### config.mk
export PLATFORM = sky130hd
export DESIGN_NAME = axis_capture_arbiter
export DESIGN_NICKNAME = d
export VERILOG_FILES = /design/src/rtl/axis_capture_arbiter.sv
export SDC_FILE = /design/constraint.sdc
export NUM_CORES = 1
export LEC_CHECK = 0
export CORE_AREA = 5 5 152 154
export DETAILED_ROUTE_END_ITERATION = 10
export DIE_AREA = 0 0 157 159
export DONT_BUFFER_PORTS = 1
export MAX_ROUTING_LAYER = met4
export SLEW_MARGIN = 40
export SYNTH_ARGS = -nofsm -noshare
export SYNTH_HDL_FRONTEND = slang
export SYNTH_SLANG_ARGS = --single-unit
### constraint.sdc
create_clock -name clk -period 2.6 [get_ports clk]
set_input_delay 0.26 -clock clk [delete_from_list [all_inputs] [get_ports clk]]
set_output_delay 0.26 -clock clk [all_outputs]
set_load 0.01 [all_outputs]
### src/rtl/axis_capture_arbiter.sv
// Round-robin packet arbiter that funnels NUM_PORTS AXI4-Stream sources into one capture sink.
// A grant is held for a whole packet; completed packets and overlength packets are tracked.
module axis_capture_arbiter #(
  parameter  int unsigned NUM_PORTS     = 4,
  parameter  int unsigned AXIS_WIDTH    = 64,
  parameter  int unsigned MAX_PKT_BEATS = 256,
  localparam int unsigned IDW           = (NUM_PORTS > 1) ? $clog2(NUM_PORTS) : 1,
  localparam int unsigned SW            = AXIS_WIDTH / 8
) (
  input  logic                            clk,
  input  logic                            rst_n,
  input  logic [NUM_PORTS*AXIS_WIDTH-1:0] s_tdata,
  input  logic [NUM_PORTS*SW-1:0]         s_tstrb,
  input  logic [NUM_PORTS-1:0]            s_tvalid,
  input  logic [NUM_PORTS-1:0]            s_tlast,
  output logic [NUM_PORTS-1:0]            s_tready,
  output logic [AXIS_WIDTH-1:0]           m_tdata,
  output logic [SW-1:0]                   m_tstrb,
  output logic                            m_tvalid,
  output logic                            m_tlast,
  input  logic                            m_tready,
  output logic [IDW-1:0]                  m_tid,
  output logic [15:0]                     pkt_count,
  output logic                            overlength
);
  localparam int unsigned CW   = 16;
  localparam int unsigned SUMW = IDW + 1;

  typedef enum logic {IDLE, BUSY} state_t;

  state_t         state_q, state_d;
  logic [IDW-1:0] grant_q, grant_d;
  logic [IDW-1:0] last_grant_q, last_grant_d;
  logic [CW-1:0]  pkt_count_q, pkt_count_d;
  logic [CW-1:0]  beat_cnt_q, beat_cnt_d;
  logic           overlength_q, overlength_d;

  logic [NUM_PORTS-1:0]  valid_sh, last_sh;
  logic                  sel_valid, sel_last, xfer;
  logic [AXIS_WIDTH-1:0] sel_data;
  logic [SW-1:0]         sel_strb;

  // Signals of the currently granted port
  always_comb begin
    valid_sh  = s_tvalid >> grant_q;
    last_sh   = s_tlast >> grant_q;
    sel_valid = valid_sh[0];
    sel_last  = last_sh[0];
    sel_data  = AXIS_WIDTH'(s_tdata >> (32'(grant_q) * AXIS_WIDTH));
    sel_strb  = SW'(s_tstrb >> (32'(grant_q) * SW));
  end

  logic [2*NUM_PORTS-1:0] req_dbl;
  logic [NUM_PORTS-1:0]   req_scan;
  logic [IDW-1:0]         rr_off, rr_pick;
  logic [SUMW-1:0]        rr_sum;
  logic                   rr_found;

  // Rotate requests so bit 0 is the port after last_grant, then take the lowest set bit
  always_comb begin
    req_dbl  = {s_tvalid, s_tvalid} >> (SUMW'(last_grant_q) + SUMW'(1));
    req_scan = req_dbl[NUM_PORTS-1:0];
    rr_found = 1'b0;
    rr_off   = '0;
    for (int unsigned i = 0; i < NUM_PORTS; i++) begin
      if (!rr_found && req_scan[0]) begin
        rr_found = 1'b1;
        rr_off   = IDW'(i);
      end
      req_scan = req_scan >> 1;
    end
    rr_sum = SUMW'(last_grant_q) + SUMW'(rr_off) + SUMW'(1);
    if (rr_sum >= SUMW'(NUM_PORTS)) rr_sum = rr_sum - SUMW'(NUM_PORTS);
    rr_pick = IDW'(rr_sum);
  end

  // Next-state and datapath steering
  always_comb begin
    state_d      = state_q;
    grant_d      = grant_q;
    last_grant_d = last_grant_q;
    pkt_count_d  = pkt_count_q;
    beat_cnt_d   = beat_cnt_q;
    overlength_d = overlength_q;
    m_tdata      = sel_data;
    m_tstrb      = sel_strb;
    m_tvalid     = 1'b0;
    m_tlast      = 1'b0;
    s_tready     = '0;
    xfer         = 1'b0;
    case (state_q)
      IDLE: begin
        if (|s_tvalid) begin
          grant_d = rr_pick;
          state_d = BUSY;
        end
      end
      BUSY: begin
        m_tvalid = sel_valid;
        m_tlast  = sel_last;
        s_tready = NUM_PORTS'(m_tready) << grant_q;
        xfer     = sel_valid & m_tready;
        if (xfer) begin
          if (sel_last) begin
            last_grant_d = grant_q;
            pkt_count_d  = pkt_count_q + CW'(1);
            beat_cnt_d   = '0;
            state_d      = IDLE;
          end else begin
            beat_cnt_d = beat_cnt_q + CW'(1);
            if (beat_cnt_q == CW'(MAX_PKT_BEATS - 1)) overlength_d = 1'b1;
          end
        end
      end
    endcase
  end

  always_ff @(posedge clk or negedge rst_n) begin
    if (!rst_n) begin
      state_q      <= IDLE;
      grant_q      <= '0;
      last_grant_q <= IDW'(NUM_PORTS - 1);
      pkt_count_q  <= '0;
      beat_cnt_q   <= '0;
      overlength_q <= 1'b0;
    end else begin
      state_q      <= state_d;
      grant_q      <= grant_d;
      last_grant_q <= last_grant_d;
      pkt_count_q  <= pkt_count_d;
      beat_cnt_q   <= beat_cnt_d;
      overlength_q <= overlength_d;
    end
  end

  assign m_tid      = grant_q;
  assign pkt_count  = pkt_count_q;
  assign overlength = overlength_q;

endmodule

## Word level (Yosys, flattened, before mapping)

Index checks and enable logic that the tools add are counted.

- Reduce and logical (&&, ||, !) cells: 11
- $lt $le $gt $ge: 1
- Bitwise logic cells: 3
- Equality and inequality tests: 1
- Add/subtract/negate cells: 6
- Shifts and indexed selects: 6
- Muxes and demuxes: 15

Operator list:

| operator | number |
|---|---|
| 256-bit by 8-bit right shift with 64-bit output | 1 |
| 16-bit by 1-bit adder with 16-bit output, second input constant | 2 |
| 32-bit by 5-bit right shift with 8-bit output | 1 |
| 16-bit by 8-bit == test with 1-bit output, second input constant | 1 |
| 16-bit two-way mux | 1 |
| 1-bit two-way mux | 9 |
| 4-bit by 2-bit right shift with 1-bit output | 2 |
| 8-bit by 3-bit right shift with 4-bit output | 1 |
| 2-bit two-way mux | 3 |
| 4-bit two-way mux | 1 |
| 2-bit AND reduction | 2 |
| 4-bit AND reduction | 1 |
| 4-bit OR reduction | 1 |
| 1-bit by 2-bit left shift with 4-bit output | 1 |
| 2-bit by 1-bit adder with 3-bit output, second input constant | 1 |
| 2-bit by 2-bit adder with 3-bit output | 1 |
| 3-bit by 1-bit adder with 3-bit output, second input constant | 1 |
| 3-bit >= comparator, second input constant | 1 |
| 1-bit logical AND | 3 |
| 1-bit zero test | 3 |
| 3-bit AND reduction | 1 |
| 1-bit NOT | 2 |
| 1-bit case mux with 2 select lines | 1 |
| 2-bit by 1-bit subtractor with 2-bit output, second input constant | 1 |
| 1-bit bitwise AND | 1 |

- Output and inout port bits: 97
- Input port bits: 299
- Register bits after elaboration: 38
- Word-level logic and storage cells: 49

## Longest topological paths before layout

- Depth in word-level cells: 16
- Gate-level depth with buffers: 9
- Depth with buffers taken out: 9

## Worst setup path before layout

No wires, ideal clock.

- Path type: reg2out
- From: register grant_q[0], in the netlist m_tid[0]
- To: output port m_tdata[12]
- Required time: 2340 ps
- Arrival time: 1674 ps
- Buffers on the path: 3
- Stages on the path, launching flop included: 5
- Setup slack: 666 ps
- Cells stage by stage: dfrtp_1 > buf_6 > buf_2 > buf_2 > mux4_2

- Cells in the longest elaborated chain, start to end: 1

Ends and longest elaborated chain:

| element | line | text |
|---|---|---|
| from (decl) | 32 | `logic [IDW-1:0] grant_q, grant_d;` |
| from (signal assigned) | 128 | `grant_q <= grant_d;` |
| 256-bit by 8-bit right shift with 64-bit output | 49 | `sel_data = AXIS_WIDTH'(s_tdata >> (32'(grant_q) * AXIS_WIDTH));` |
| to (decl) | 17 | `output logic [AXIS_WIDTH-1:0] m_tdata,` |

Every way passes these cells.

## Worst setup path in the final report

- From: register grant_q[0], in the netlist m_tid[0]
- To: output port m_tdata[63]

Same word-level chain as after synthesis.

==> flow_summary_export.csv <==
group,metric,value,unit
yosys,syn_nets,612,
yosys,synth_area_leaders,"mux4_2 44%, dfrtp_1 24%, xnor2_1 3.0%, nand2_1 2.5%, o21ai_0 2.4%",
clock_network,path_clk_slew,0.06,ns
cells_and_area,finalCoreUtilization,20.0,%
global_route,grt_pass1_vias,3217,
drt,vias_per_cell,5.35,
power_and_ir_drop,p_per_area,1080,nW/um^2
setup_path,required,2.34,ns
setup_path,cp_slowest_cell,"mux4_2",
clock_network,cts_tree,"yes",
sta,rsz0062_at_grt,"false",
clock_network,htree_levels,2,
setup_path,cp_num_cells,2,
clock_network,cts_root_buf,"clkbuf_16",
yosys,muxShareOfSynthArea,44.9,%
setup_path,r2r_start,"m_tid[0]$_DFFE_PN0P_",
yosys,ys_ff_latch,38,
min_path,min_from,"s_tvalid[0]",
setup_path,slowest_delay,0.70,ns
setup_path,cp_max_fo,40,
yosys,synth.most_common_cell,"mux4_2",
floorplan,start_util,17.4,%
placement,dp_hpwl,18500,um
setup_path,end_kind,"output port",
yosys,ys_seq_area_share,25.4,%
setup_path,reg2reg_setup_slack,0.38,ns
global_route,antenna_found_initial,23,
drt,first_iter_violations,488,
placement,gp_congestion,1.05,
sta,layout_setup_ws,0.290,ns
yosys,synth_edf_count,0,
setup_path,path_class,"reg -> out",
run_status,outcome,"complete, no violations",
floorplan,die_area,25000,sq um
yosys,avgSynthCellArea,12.1,sq um
sta,post-route-period-util,88.8,%
min_path,hold_class,"in -> reg",
sta,max_slew.worst_pin.slew,0.703,ns
flow_run,max-cap-violations,0,
yosys,yosysUniqueCellTypes,45,
yosys,synth_top_family_by_area,"multiplexers",
drt,dr.pass1.iters,5,
setup_path,path_buf_inv,1,
clock_network,clk_latency,0.28,ns
floorplan,num_rows,54,
sta,finalMaxSlewViolations,0,
global_route,grt.total_usage,15.8,%
setup_path,rr_worst_depth,5,
yosys,synth_common_cells,"73 x mux4_2, 36 x dfrtp_1, 25 x nand2_1",
setup_path,start_kind,"register",
sta,finClkSkew,0.00717,ns
cells_and_area,fin_cells,606,
yosys,syn_area,3760,sq um
placement,dp_cells,573,
setup_path,critPathCapture,"m_tdata[63]",
clock_network,cts.sinks,38,
cells_and_area,areaGrowthSynthToFinish,14.6,%
yosys,async_flop_share,100,%
yosys,synth_compound_area_share,8.42,%
floorplan,die_w,157,um
yosys,synth-xor-area-share,4.19,%
setup_path,cpLargestDelayFamily,"multiplexers",
global_route,grt_start_max_net_pins,41,
power_and_ir_drop,totalPowerFinal,0.00464,W
yosys,ys_warn_count,0,
sta,setup_violations,0,
sta,fmax,0.433,GHz
yosys,synth_flop_cell,"dfrtp_1",
yosys,synthSimpleGateAreaFrac,12.4,%
global_route,grt_overflow,0,
drt,routed-via-count,3242,
clock_network,clk_path_buf_depth,2,
clock_network,cts_buffers,5,
setup_path,crit_start,"m_tid[0]$_DFFE_PN0P_",
floorplan,core_region_area,21600,sq um
drt,routed_wl,21000,um
drt,antenna_left,0,
setup_path,cp_cell_sequence,"buf_4 > mux4_2",
floorplan,pin_count,396,
setup_path,reg2reg_to,"pkt_count[5]$_DFFE_PN0P_",
global_route,grt_pass1_wl,27600,um
power_and_ir_drop,ir_worst_vdd,0.385,mV
sta,hold_violations,0,
sta,fin_crit,2.31,ns
floorplan,die_h,159,um
cells_and_area,drive_gt1_share,32.0,%
yosys,synth_adder_area_share,0.999,%
yosys,yosysTopAreaCell,"mux4_2",
yosys,synth_top_area_share,43.7,%
placement,place.port_buffers,0,
placement,dpl_worst_slack,0.466,ns
setup_path,critPathArrivalTime,2.05,ns
cells_and_area,nNetsFinal,604,
sta,fin_setup_tns,0,ns
power_and_ir_drop,leakage,1.47,nW
drt,drc,0,
sta,maxSlewHeadroom,53.2,%
yosys,syn_inst,310,
drt,wl_per_cell,34.6,um
## cells in the final DEF, fill, tap and decap left out, types with 3 or more instances in the layout
cell type	n
ha_1	3
xor2_1	5
and2_1	4
nand2b_1	3
diode_2	23
nor2_1	19
inv_1	5
nor2b_1	4
nor3_1	5
o21ai_0	18
nand4_1	7
buf_4	8
dfrtp_1	34
nand3_1	13
clkbuf_16	5
a21oi_1	8
mux4_2	73
a31oi_1	6
xnor2_1	13
o31ai_1	9
nand2_1	25
## routing by layer
layer | vias to the layer above | track usage [%] | part of all wire [%]
met5 | - | - | 0
met4 | 0 | 4.06 | 2.3
met3 | 29 | 13.0 | 18
met2 | 280 | 23.7 | 46
met1 | 1662 | 15.8 | 33
li1 | 1271 | - | -
## worst min-delay path by stage
stage / depth (start not counted) / endpoint
after global placement: 0 / pkt_count[3]$_DFFE_PN0P_
after detailed placement: 0 / pkt_count[5]$_DFFE_PN0P_
after global routing: 2 / state_q$_DFF_PN0_
after CTS: 2 / state_q$_DFF_PN0_
final: 2 / state_q$_DFF_PN0_
after floorplan: 0 / beat_cnt_q[0]$_DFFE_PN0P_
## kinds of logic after synthesis
logic type / count (synthesis)
muxes: 77
adders and majority gates: 3
buffers and inverters: 30
xor gates and xnor gates: 18
and+or+nand+nor: 93
DFF: 38
AOI/OAI and AO/OA: 51
## report_power, final
part	leakage, nW	switching, W	internal, W	total, W
clock network	0.0772	0.000242	0.000453	0.000695
registers	0.500	0.000183	0.000698	0.000881
logic	0.889	0.00177	0.00130	0.00307
total	1.47	0.00219	0.00245	0.00464
## through the flow
stage | hold WS [ns] | area [sq um]
6_report | 0.223 | 4310
5_1_grt | 0.260 | 4300
4_1_cts | 0.219 | 4250
3_5_place_dp | -0.0345 | 4050
3_3_place_gp | -0.0342 | 4050
2_1_floorplan | -0.0356 | 3760
## sequential cells by signal, summed over array words and instances, names as in the netlist
name,count
state_q,1
last_grant_q,2
beat_cnt_q,16
m_tid,2
pkt_count,16
overlength,1
## timing repair
item                                   4_1_cts  5_1_grt
buffers inserted                             0        0
hold buffers                                 2        0
resized for setup                            0        0
endpoints found under the hold margin       38        0
## cell type report
cell class | instances | area (sq um)
antenna | 23 | 57.6
clock buffer | 6 | 129
clock inverter | 2 | 37.5
fill | 2261 | 17200
inverter | 5 | 18.8
multi-input combinational | 242 | 2660
sequential | 38 | 961
tap | 280 | 350
timing repair buffer | 10 | 90.1
No activity file was read; power rests on OpenSTA's default activity.
